==> config.mk <==
export PLATFORM = sky130hd
export DESIGN_NAME = ifetch_unit
export DESIGN_NICKNAME = d
export VERILOG_FILES = /design/src/rtl/ifetch_unit.sv
export SDC_FILE = /design/constraint.sdc
export NUM_CORES = 1
export LEC_CHECK = 0
export BUFFER_PORTS_ARGS = -buffer_cell sky130_fd_sc_hd__clkbuf_2
export CAP_MARGIN = 20
export CORE_MARGIN = 2
export CORE_UTILIZATION = 30
export DETAILED_ROUTE_END_ITERATION = 10
export GPL_ROUTABILITY_DRIVEN = 0
export PLACE_DENSITY = 0.55
export SYNTH_ARGS = -nofsm -noshare
export SYNTH_HDL_FRONTEND = slang
export SYNTH_SLANG_ARGS = --single-unit
==> constraint.sdc <==
create_clock -name clk -period 2.75 [get_ports clk]
set_input_delay 0.6875 -clock clk [delete_from_list [all_inputs] [get_ports clk]]
set_output_delay 0.6875 -clock clk [all_outputs]
set_load 0.05 [all_outputs]
==> src/rtl/ifetch_unit.sv <==
// ifetch_unit: RV32 fetch stage -- owns the PC, reads instruction memory, buffers words for decode.
module ifetch_unit #(
  parameter logic [31:0] RESET_PC   = 32'h0000_0000,
  parameter int          FIFO_DEPTH = 2
) (
  input  logic        clk,
  input  logic        resetn,
  output logic [31:0] MEM_addr,
  output logic        rMEM_en,
  input  logic [31:0] MEM_dout,
  output logic        inst_valid,
  input  logic        inst_ready,
  output logic [31:0] inst_data,
  output logic [31:0] inst_pc,
  input  logic        redirect_valid,
  input  logic [31:0] redirect_pc,
  output logic        fetch_fault,
  output logic        halted
);
  localparam int AW = $clog2(FIFO_DEPTH);
  localparam logic [AW:0] FULL = (AW+1)'(FIFO_DEPTH);
  localparam logic [31:0] EBREAK = 32'h0010_0073;
  typedef enum logic [1:0] {BOOT, RUN, HALT} state_t;
  state_t        state_q, state_d;
  logic [31:0]   pc_q, pc_d;
  logic [AW-1:0] rd_q, rd_d, wr_q, wr_d;
  logic [AW:0]   cnt_q, cnt_d;
  logic          fault_q, fault_d;
  logic [31:0]   data_q [FIFO_DEPTH];
  logic [31:0]   data_d [FIFO_DEPTH];
  logic [31:0]   ipc_q  [FIFO_DEPTH];
  logic [31:0]   ipc_d  [FIFO_DEPTH];
  logic          pop, fetch, is_ebreak;
  assign inst_valid  = cnt_q != '0;
  assign pop         = inst_valid && inst_ready;
  assign fetch       = state_q == RUN && !redirect_valid && (cnt_q < FULL || pop);
  assign is_ebreak   = MEM_dout == EBREAK;
  assign rMEM_en     = fetch;
  assign MEM_addr    = pc_q;
  assign inst_data   = data_q[rd_q];
  assign inst_pc     = ipc_q[rd_q];
  assign fetch_fault = fault_q;
  assign halted      = state_q == HALT;
  // Redirect wins over everything: flush, retarget, and suppress the fetch.
  always_comb begin
    data_d = data_q;
    ipc_d  = ipc_q;
    if (fetch) begin
      data_d[wr_q] = MEM_dout;
      ipc_d[wr_q]  = pc_q;
    end
    rd_d    = redirect_valid ? '0 : pop ? rd_q + AW'(1) : rd_q;
    wr_d    = redirect_valid ? '0 : fetch ? wr_q + AW'(1) : wr_q;
    cnt_d   = redirect_valid ? '0 : cnt_q + (AW+1)'(fetch) - (AW+1)'(pop);
    pc_d    = redirect_valid ? {redirect_pc[31:2], 2'b00} :
              (fetch && !is_ebreak) ? pc_q + 32'd4 : pc_q;
    fault_d = fault_q | (redirect_valid && redirect_pc[1:0] != 2'b00);
    state_d = redirect_valid ? RUN :
              state_q == BOOT ? RUN :
              (fetch && is_ebreak) ? HALT : state_q;
  end
  always_ff @(posedge clk or negedge resetn) begin
    if (!resetn) begin
      state_q <= BOOT;
      pc_q    <= RESET_PC;
      rd_q    <= '0;
      wr_q    <= '0;
      cnt_q   <= '0;
      fault_q <= 1'b0;
      data_q  <= '{default: '0};
      ipc_q   <= '{default: '0};
    end else begin
      state_q <= state_d;
      pc_q    <= pc_d;
      rd_q    <= rd_d;
      wr_q    <= wr_d;
      cnt_q   <= cnt_d;
      fault_q <= fault_d;
      data_q  <= data_d;
      ipc_q   <= ipc_d;
    end
  end
endmodule
==> results of run 1 <==
-- area by class of cell --
type	instances	share of cell area [%]
clock buffer	19	4.69
clock inverter	13	1.57
inverter	13	0.505
multi-input combinational	386	35.9
sequential	161	41.7
tap	330	4.27
timing repair buffer	183	11.4
-- layout by cell type, fill, tap and decap left out, drive strengths merged, types with 2 or more instances in the layout --
| cell type | count |
|---|---|
| nand2 | 30 |
| and2 | 2 |
| ha | 3 |
| mux2i | 17 |
| mux2 | 188 |
| clkinv | 2 |
| nor3 | 17 |
| or3 | 2 |
| xnor2 | 3 |
| a32oi | 2 |
| nor3b | 3 |
| o21ai | 13 |
| and3 | 5 |
| bufinv | 2 |
| clkbuf | 180 |
| nor2 | 14 |
| and4 | 4 |
| nor4b | 2 |
| buf | 22 |
| dfrtp | 161 |
| a21o | 2 |
| nand3 | 12 |
| nand2b | 2 |
| a222oi | 3 |
| a211oi | 2 |
| o21a | 2 |
| clkinvlp | 4 |
| conb | 4 |
| inv | 18 |
| or2 | 2 |
| nor4 | 15 |
| nor2b | 4 |
| a221o | 16 |
| nand4 | 8 |
-- routing by layer --
| metal | vias up | GRT usage [%] | wire length (µm) |
|---|---|---|---|
| met5 | - | 0 | 17 |
| met4 | 2 | 4.07 | 306 |
| met3 | 18 | 4.47 | 1340 |
| met2 | 142 | 23.4 | 9130 |
| met1 | 2789 | 20.6 | 9220 |
| li1 | 2546 | - | - |
-- state kept, by name (all words and copies together) (netlist names) --
signal	flops
wr_q	1
state_q	2
rd_q	1
cnt_q	2
data_q	64
MEM_addr	30
fetch_fault	1
ipc_q	60
-- power by group --
| group | leakage (nW) | internal, mW | total [mW] | switching, mW |
|---|---|---|---|---|
| clock network | 0.284 | 1.41 | 2.46 | 1.06 |
| registers | 1.88 | 3.29 | 3.82 | 0.528 |
| logic | 2.08 | 1.88 | 5.39 | 3.50 |
-- worst max-delay path by stage --
stage                             startpoint  cells past startpoint  slack (ns)                        to
after floorplan               redirect_valid                      6      -0.004  MEM_addr[17]$_DFFE_PN0P_
after global placement          MEM_dout[17]                      8        0.02   MEM_addr[6]$_DFFE_PN0P_
after detailed placement        MEM_dout[17]                      8       -0.02  MEM_addr[13]$_DFFE_PN0P_
after CTS                 cnt_q[1]$_DFF_PN0_                      4        0.28                   rMEM_en
after global routing      cnt_q[1]$_DFF_PN0_                      4        0.20                   rMEM_en
final                     cnt_q[1]$_DFF_PN0_                      4        0.32                   rMEM_en
-- cell usage after synthesis, drive strengths merged, types with 3 or more instances --
cell    number
nor4        15
ha           3
mux2       188
xnor2        3
inv         13
and4         4
nand2       30
a222oi       3
nor3b        3
dfrtp      161
clkbuf      16
and3         5
o21ai       13
nand3       12
nand4        8
a221o       16
buf         24
nor3        17
nor2        14
mux2i       17
nor2b        4
-- cell families after synthesis --
kind of cell	count (synthesis)	share of synthesized area [%]
mux	205	29.7
flops	161	52.1
simple gates	124	8.88
buf+inv	53	3.44
compound gates	46	4.95
xor+xnor	4	0.453
fa+ha+maj	3	0.485
other cells	1	0.0485
-- per-stage QoR --
stage	area, µm²	util, %
2_1_floorplan	7750	-
3_3_place_gp	9060	35.9
3_5_place_dp	9060	35.9
4_1_cts	9670	38.3
5_1_grt	9670	38.3
6_report	9670	38.3
==> out/results.tsv, run 1 <==
stage	metric	value	unit
status	outcome	finished clean	
final_layout	Inserted Diodes	0	
logic_synthesis	top-area cell type share of the netlist area	52.1	%
final_layout	filler cell count	2492	
timing	final setup violation count	0	
setup_path	CP max stage delay	0.41	ns
setup_path	Critical Path End Type	output port	
cts	clk sink count	161	
setup_path	Setup crit start kind	flip-flop	
logic_synthesis	Cell Area, Synth	0.00774	mm²
final_layout	layout cells sized above 1	52.9	%
timing	max_slew headroom	59.7	%
power_and_ir_drop	VDD IR max	0.590	mV
cts	post-CTS setup buffers	0	
timing	Tmin final	2.43	ns
drt	DRT iter0 DRCs	310	
place	dpl ws	-0.0214	ns
cts	Reg clk slew, reported paths	0.07	ns
timing	unrepaired setup endpoints after global routing	false	
timing	final hold slack	0.198	ns
cts	post-CTS resize count	0	
power_and_ir_drop	PD cells	1210	mW/mm²
cts	CTS tree	yes	
drt	Via Count	5497	
timing	PnR worst setup slack	0.315	ns
cts	H-tree levels	4	
setup_path	FF-to-FF Start	cnt_q[1]$_DFF_PN0_	
global_route	first-pass GRT wire length	31500	µm
final_layout	Finished Layout Cells	1105	
drt	average wire per standard cell	18.1	µm
logic_synthesis	sequential share of the synthesized area	52.1	%
global_route	initial antenna violation count	1	
logic_synthesis	Top FF cell, synth	dfrtp_1	
cts	total CTS buffers	17	
timing	Peak Freq	411	MHz
drt	Routed WL	20000	µm
floorplan	die width	165	µm
floorplan	cell row count	58	
floorplan	Die Height	165	µm
cts	clock tree buffer depth	2	
logic_synthesis	area leader, netlist	dfrtp_1	
power_and_ir_drop	Leak Pwr	4.25	nW
global_route	GR Overflow Total	0	
cts	Hold-fix buffers, CTS	0	
logic_synthesis	yosys warns	0	
global_route	total track usage	15.1	%
cts	clock root buffer	clkbuf_16	
setup_path	cells traversed along the worst timing path	nor2b_1, nor4b_4, buf_4, buf_12	
setup_path	Critical R2R Capture	MEM_addr[8]$_DFFE_PN0P_	
floorplan	die area	0.0271	mm²
drt	DRC	0	
setup_path	Worst Reg2Reg Path Length in Cells	5	
global_route	largest net degree at the start of global routing	63	
final_layout	Multi-input gate area	0.00347	mm²
timing	slew of the pin with the lowest slew margin	0.604	ns
timing	Post-Route Skew	0.0114	ns
logic_synthesis	post-synth cell types	50	
final_layout	Final nets	833	
global_route	vias in the first global route	5474	
flow_run	max_cap viols	0	
setup_path	CP top delay family	simple AND/OR/NAND/NOR gates	
timing	Max Transition Viols Final	0	
drt	drt via density	4.97	
drt	Final ANT Viol Nets	0	
logic_synthesis	share of flip-flops with an asynchronous set or reset	100	%
timing	part of the cycle the worst path needs	88.5	%
logic_synthesis	Synth Register Bits	161	
setup_path	CP bufs+invs	2	
setup_path	Worst Setup Path Type	flip-flop to output port	
place	post-detail-place hpwl	13900	µm
final_layout	Seq. cell area	0.00403	mm²
floorplan	initial core utilization	30.6	%
place	Port-buffer cells	163	
setup_path	Worst EP arrival	1.75	ns
place	placed insts	1073	
setup_path	required time worst endpoint	2.06	ns
floorplan	io pins	168	
logic_synthesis	top cells by area, synth	dfrtp_1 52%, mux2_2 26%, mux2i_1 2.2%, a221o_1 2.1%, nand2_1 1.5%	
cts	Worst-Skew Late Latency	0.42	ns
setup_path	Crit Path Max Fanout	5	
setup_path	reg-to-reg slack, setup	0.59	ns
timing	setup tns final	0	ns
timing	Fin. Hold Viols	0	
final_layout	Area Overhead vs Synth	24.9	%
drt	router iterations before antenna repair	4	
logic_synthesis	Mapped Avg Cell Area	13.0	µm²
setup_path	CP max stage cell	nor4b_4	
logic_synthesis	Mapped Cells	597	
floorplan	Core Box Area	0.0253	mm²
logic_synthesis	EDFF count, synth	0	
power_and_ir_drop	Total Power Consumption	11.7	mW
min_path	HP Class	input pin to asynchronous set/reset pin	
Note: power is estimated with default switching activity, not from simulation.
==> run 2, diff against run 1 <==
==> constraint.sdc (replaced) <==
create_clock -name clk -period 2.75 [get_ports clk]
set_input_delay 0.4125 -clock clk [delete_from_list [all_inputs] [get_ports clk]]
set_output_delay 0.4125 -clock clk [all_outputs]
set_load 0.05 [all_outputs]
==> run 2 against run 1 <==
- power rose by 0.53%
- the flow now finishes with violations (negative hold slack)
- critical path depth down 1
- wire length fell by 1.9%
- worst hold slack got worse by 0.20 ns
- cell count decreased by 0.27%
- clock power increased by 6%
- combinational power down 2%
- core utilization shrank 0.13 points
- die area did not move
- first-iteration DRC count fell by 8.7%
==> out/results.tsv, run 2 (same netlist as run 1, synthesis figures left out) <==
stage	metric	value	unit	change
drt	DR top layer	met5		
setup_path	CP max stage delay	0.50	ns	+0.09 ns
setup_path	cells traversed along the worst timing path	buf_4, mux2_2, clkbuf_2		
drt	router iterations before antenna repair	4		unchanged
global_route	vias in the first global route	5428		-0.84%
setup_path	CP max stage cell	dfrtp_4		
cts	clock tree buffer depth	2		unchanged
min_path	HP Class	input pin to asynchronous set/reset pin		
cts	CTS tree	yes		
final_layout	max reg flops	64		unchanged
timing	Tmin final	2.31	ns	-0.121 ns
timing	Post-Route Skew	0.00818	ns	-0.00317 ns
setup_path	crit path to	inst_pc[16]		
final_layout	Post-Route Utilization	38.1	%	-0.13 points
drt	average wire per standard cell	17.8	µm	-1.6%
final_layout	Final nets	830		-0.36%
drt	Final ANT Viol Nets	0		unchanged
floorplan	Die Height	165	µm	unchanged
place	Placed Area	0.00899	mm²	-0.83%
global_route	largest net degree at the start of global routing	73		+16%
cts	Reg clk slew, reported paths	0.07	ns	about the same
final_layout	Area Overhead vs Synth	24.5	%	
cts	post-CTS setup buffers	0		unchanged
timing	Max Transition Viols Final	0		unchanged
final_layout	filler cell count	2490		-0.080%
final_layout	most common cell after layout, fill and taps aside	mux2_2		
setup_path	required time worst endpoint	2.34	ns	+0.28 ns
cts	clk sink count	161		unchanged
setup_path	reg-to-reg slack, setup	0.57	ns	-0.02 ns
cts	Hold-fix buffers, CTS	0		unchanged
timing	slew of the pin with the lowest slew margin	0.711	ns	+0.108 ns
floorplan	die area	0.0271	mm²	unchanged
setup_path	FF-to-FF Start	cnt_q[1]$_DFF_PN0_		
floorplan	Core Box Area	0.0253	mm²	unchanged
final_layout	layout cells sized above 1	52.7	%	-0.24 points
cts	H-tree levels	4		unchanged
setup_path	Critical Path End Type	output port		
floorplan	die width	165	µm	unchanged
global_route	total track usage	14.9	%	-0.20 points
final_layout	most frequent cells in the layout	181 x mux2_2, 162 x clkbuf_2, 160 x dfrtp_1, 29 x nand2_1		
drt	DRC	0		unchanged
timing	Peak Freq	432	MHz	+5.2%
cts	clock root buffer	clkbuf_16		
drt	met1 WL	9030	µm	-2.1%
timing	unrepaired setup endpoints after global routing	false		
flow_run	max_cap viols	0		unchanged
floorplan	cell row count	58		unchanged
power_and_ir_drop	VDD IR max	0.760	mV	+29%
drt	DR WL met3	1380	µm	+2.9%
cts	Worst-Skew Late Latency	0.42	ns	about the same
status	outcome	finished, violations left		
drt	DRT iter0 DRCs	283		-8.7%
setup_path	Critical R2R Capture	MEM_addr[10]$_DFFE_PN0P_		
place	Port-buffer cells	163		unchanged
floorplan	io pins	168		unchanged
setup_path	Crit Path Max Fanout	20		+15
timing	final setup violation count	0		unchanged
cts	total CTS buffers	17		unchanged
final_layout	Reg with most FFs	data_q		
timing	part of the cycle the worst path needs	84.1	%	-4.4 points
drt	Via Count	5376		-2.2%
power_and_ir_drop	Leak Pwr	4.24	nW	-0.15%
global_route	initial antenna violation count	2		+1
setup_path	Worst EP arrival	1.90	ns	+0.15 ns
final_layout	final instance area	0.00963	mm²	-0.34%
timing	Fin. Hold Viols	1		+1
drt	Routed WL	19600	µm	-1.9%
place	post-detail-place hpwl	13700	µm	-1.5%
timing	max_slew headroom	52.6	%	-7.1 points
cts	post-CTS resize count	0		unchanged
status	failing checks	negative hold slack		
drt	met2 routed WL	9020	µm	-1.2%
floorplan	initial core utilization	30.6	%	unchanged
drt	drt via density	4.88		-1.9%
setup_path	Critical Path Source	rd_q$_DFFE_PN0P_		
timing	final hold slack	-0.00267	ns	-0.200 ns
global_route	GR Overflow Total	0		unchanged
setup_path	Setup crit start kind	flip-flop		
timing	setup tns final	0	ns	unchanged
setup_path	Worst Reg2Reg Path Length in Cells	5		unchanged
setup_path	Worst Setup Path Type	flip-flop to output port		
power_and_ir_drop	PD cells	1220	mW/mm²	+0.87%
global_route	first-pass GRT wire length	31100	µm	-1.5%
-- run 2: cell count changes in the layout (fill, tap and decap cells not counted), sizes merged, moves of 2 or more --
cell / change
buf: -4
bufinv: +2
clkbuf: +2
clkinvlp: -2
inv: -3
-- run 2: through the flow --
step                      power, mW  worst slack (ns)  cells  hold slack [ns]
after floorplan                8.02             0.241    600            0.117
after CTS                      11.9             0.397   1101           0.0275
after detailed placement       9.24             0.142   1070            0.454
after global placement         9.17             0.168   1070            0.454
after global routing           12.4             0.360   1101           0.0450
final                          11.7             0.437   1102         -0.00267
-- run 2: cell type report --
| type | instances | area, µm² | area share, % |
|---|---|---|---|
| clock buffers | 20 | 467 | 4.84 |
| diodes | 1 | 2.50 | 0.0260 |
| repair buffers | 180 | 1020 | 10.6 |
| flip-flops and latches | 161 | 4030 | 41.9 |
| inverters | 13 | 48.8 | 0.507 |
| multi-input cells | 386 | 3470 | 36.0 |
| clock inverters | 11 | 178 | 1.84 |
| well taps | 330 | 413 | 4.29 |
-- run 2: worst min path at each step --
| stage | slack [ns] | from | endpoint | cells after the start |
|---|---|---|---|---|
| final | -0.003 | resetn | data_q[16]$_DFFE_PN0P_ | 1 |
| after global routing | 0.05 | resetn | data_q[16]$_DFFE_PN0P_ | 1 |
| after CTS | 0.03 | resetn | data_q[58]$_DFFE_PN0P_ | 1 |
| after floorplan | 0.12 | resetn | MEM_addr[10]$_DFFE_PN0P_ | 0 |
| after detailed placement | 0.45 | fetch_fault$_DFF_PN0_ | fetch_fault$_DFF_PN0_ | 1 |
| after global placement | 0.45 | fetch_fault$_DFF_PN0_ | fetch_fault$_DFF_PN0_ | 1 |
-- run 2: power by group --
| group | switching, mW | leakage [nW] | internal, mW |
|---|---|---|---|
| registers | 0.542 | 1.88 | 3.29 |
| logic | 3.45 | 2.05 | 1.84 |
| clock network | 1.00 | 0.311 | 1.60 |
| total | 5.00 | 4.24 | 6.73 |
-- run 2: routing by layer --
metal	vias to the layer above	GRT usage, %
li1	2529	-
met1	2692	20.1
met2	135	23.4
met3	18	4.70
met4	2	3.87
met5	-	0
-- run 2: worst max-delay path, delay by kind of cell (launching register included) --
family / cells / cell delay, ns
multiplexers: 1 / 0.38
flip-flops: 1 / 0.50
buffers and inverters: 2 / 0.58
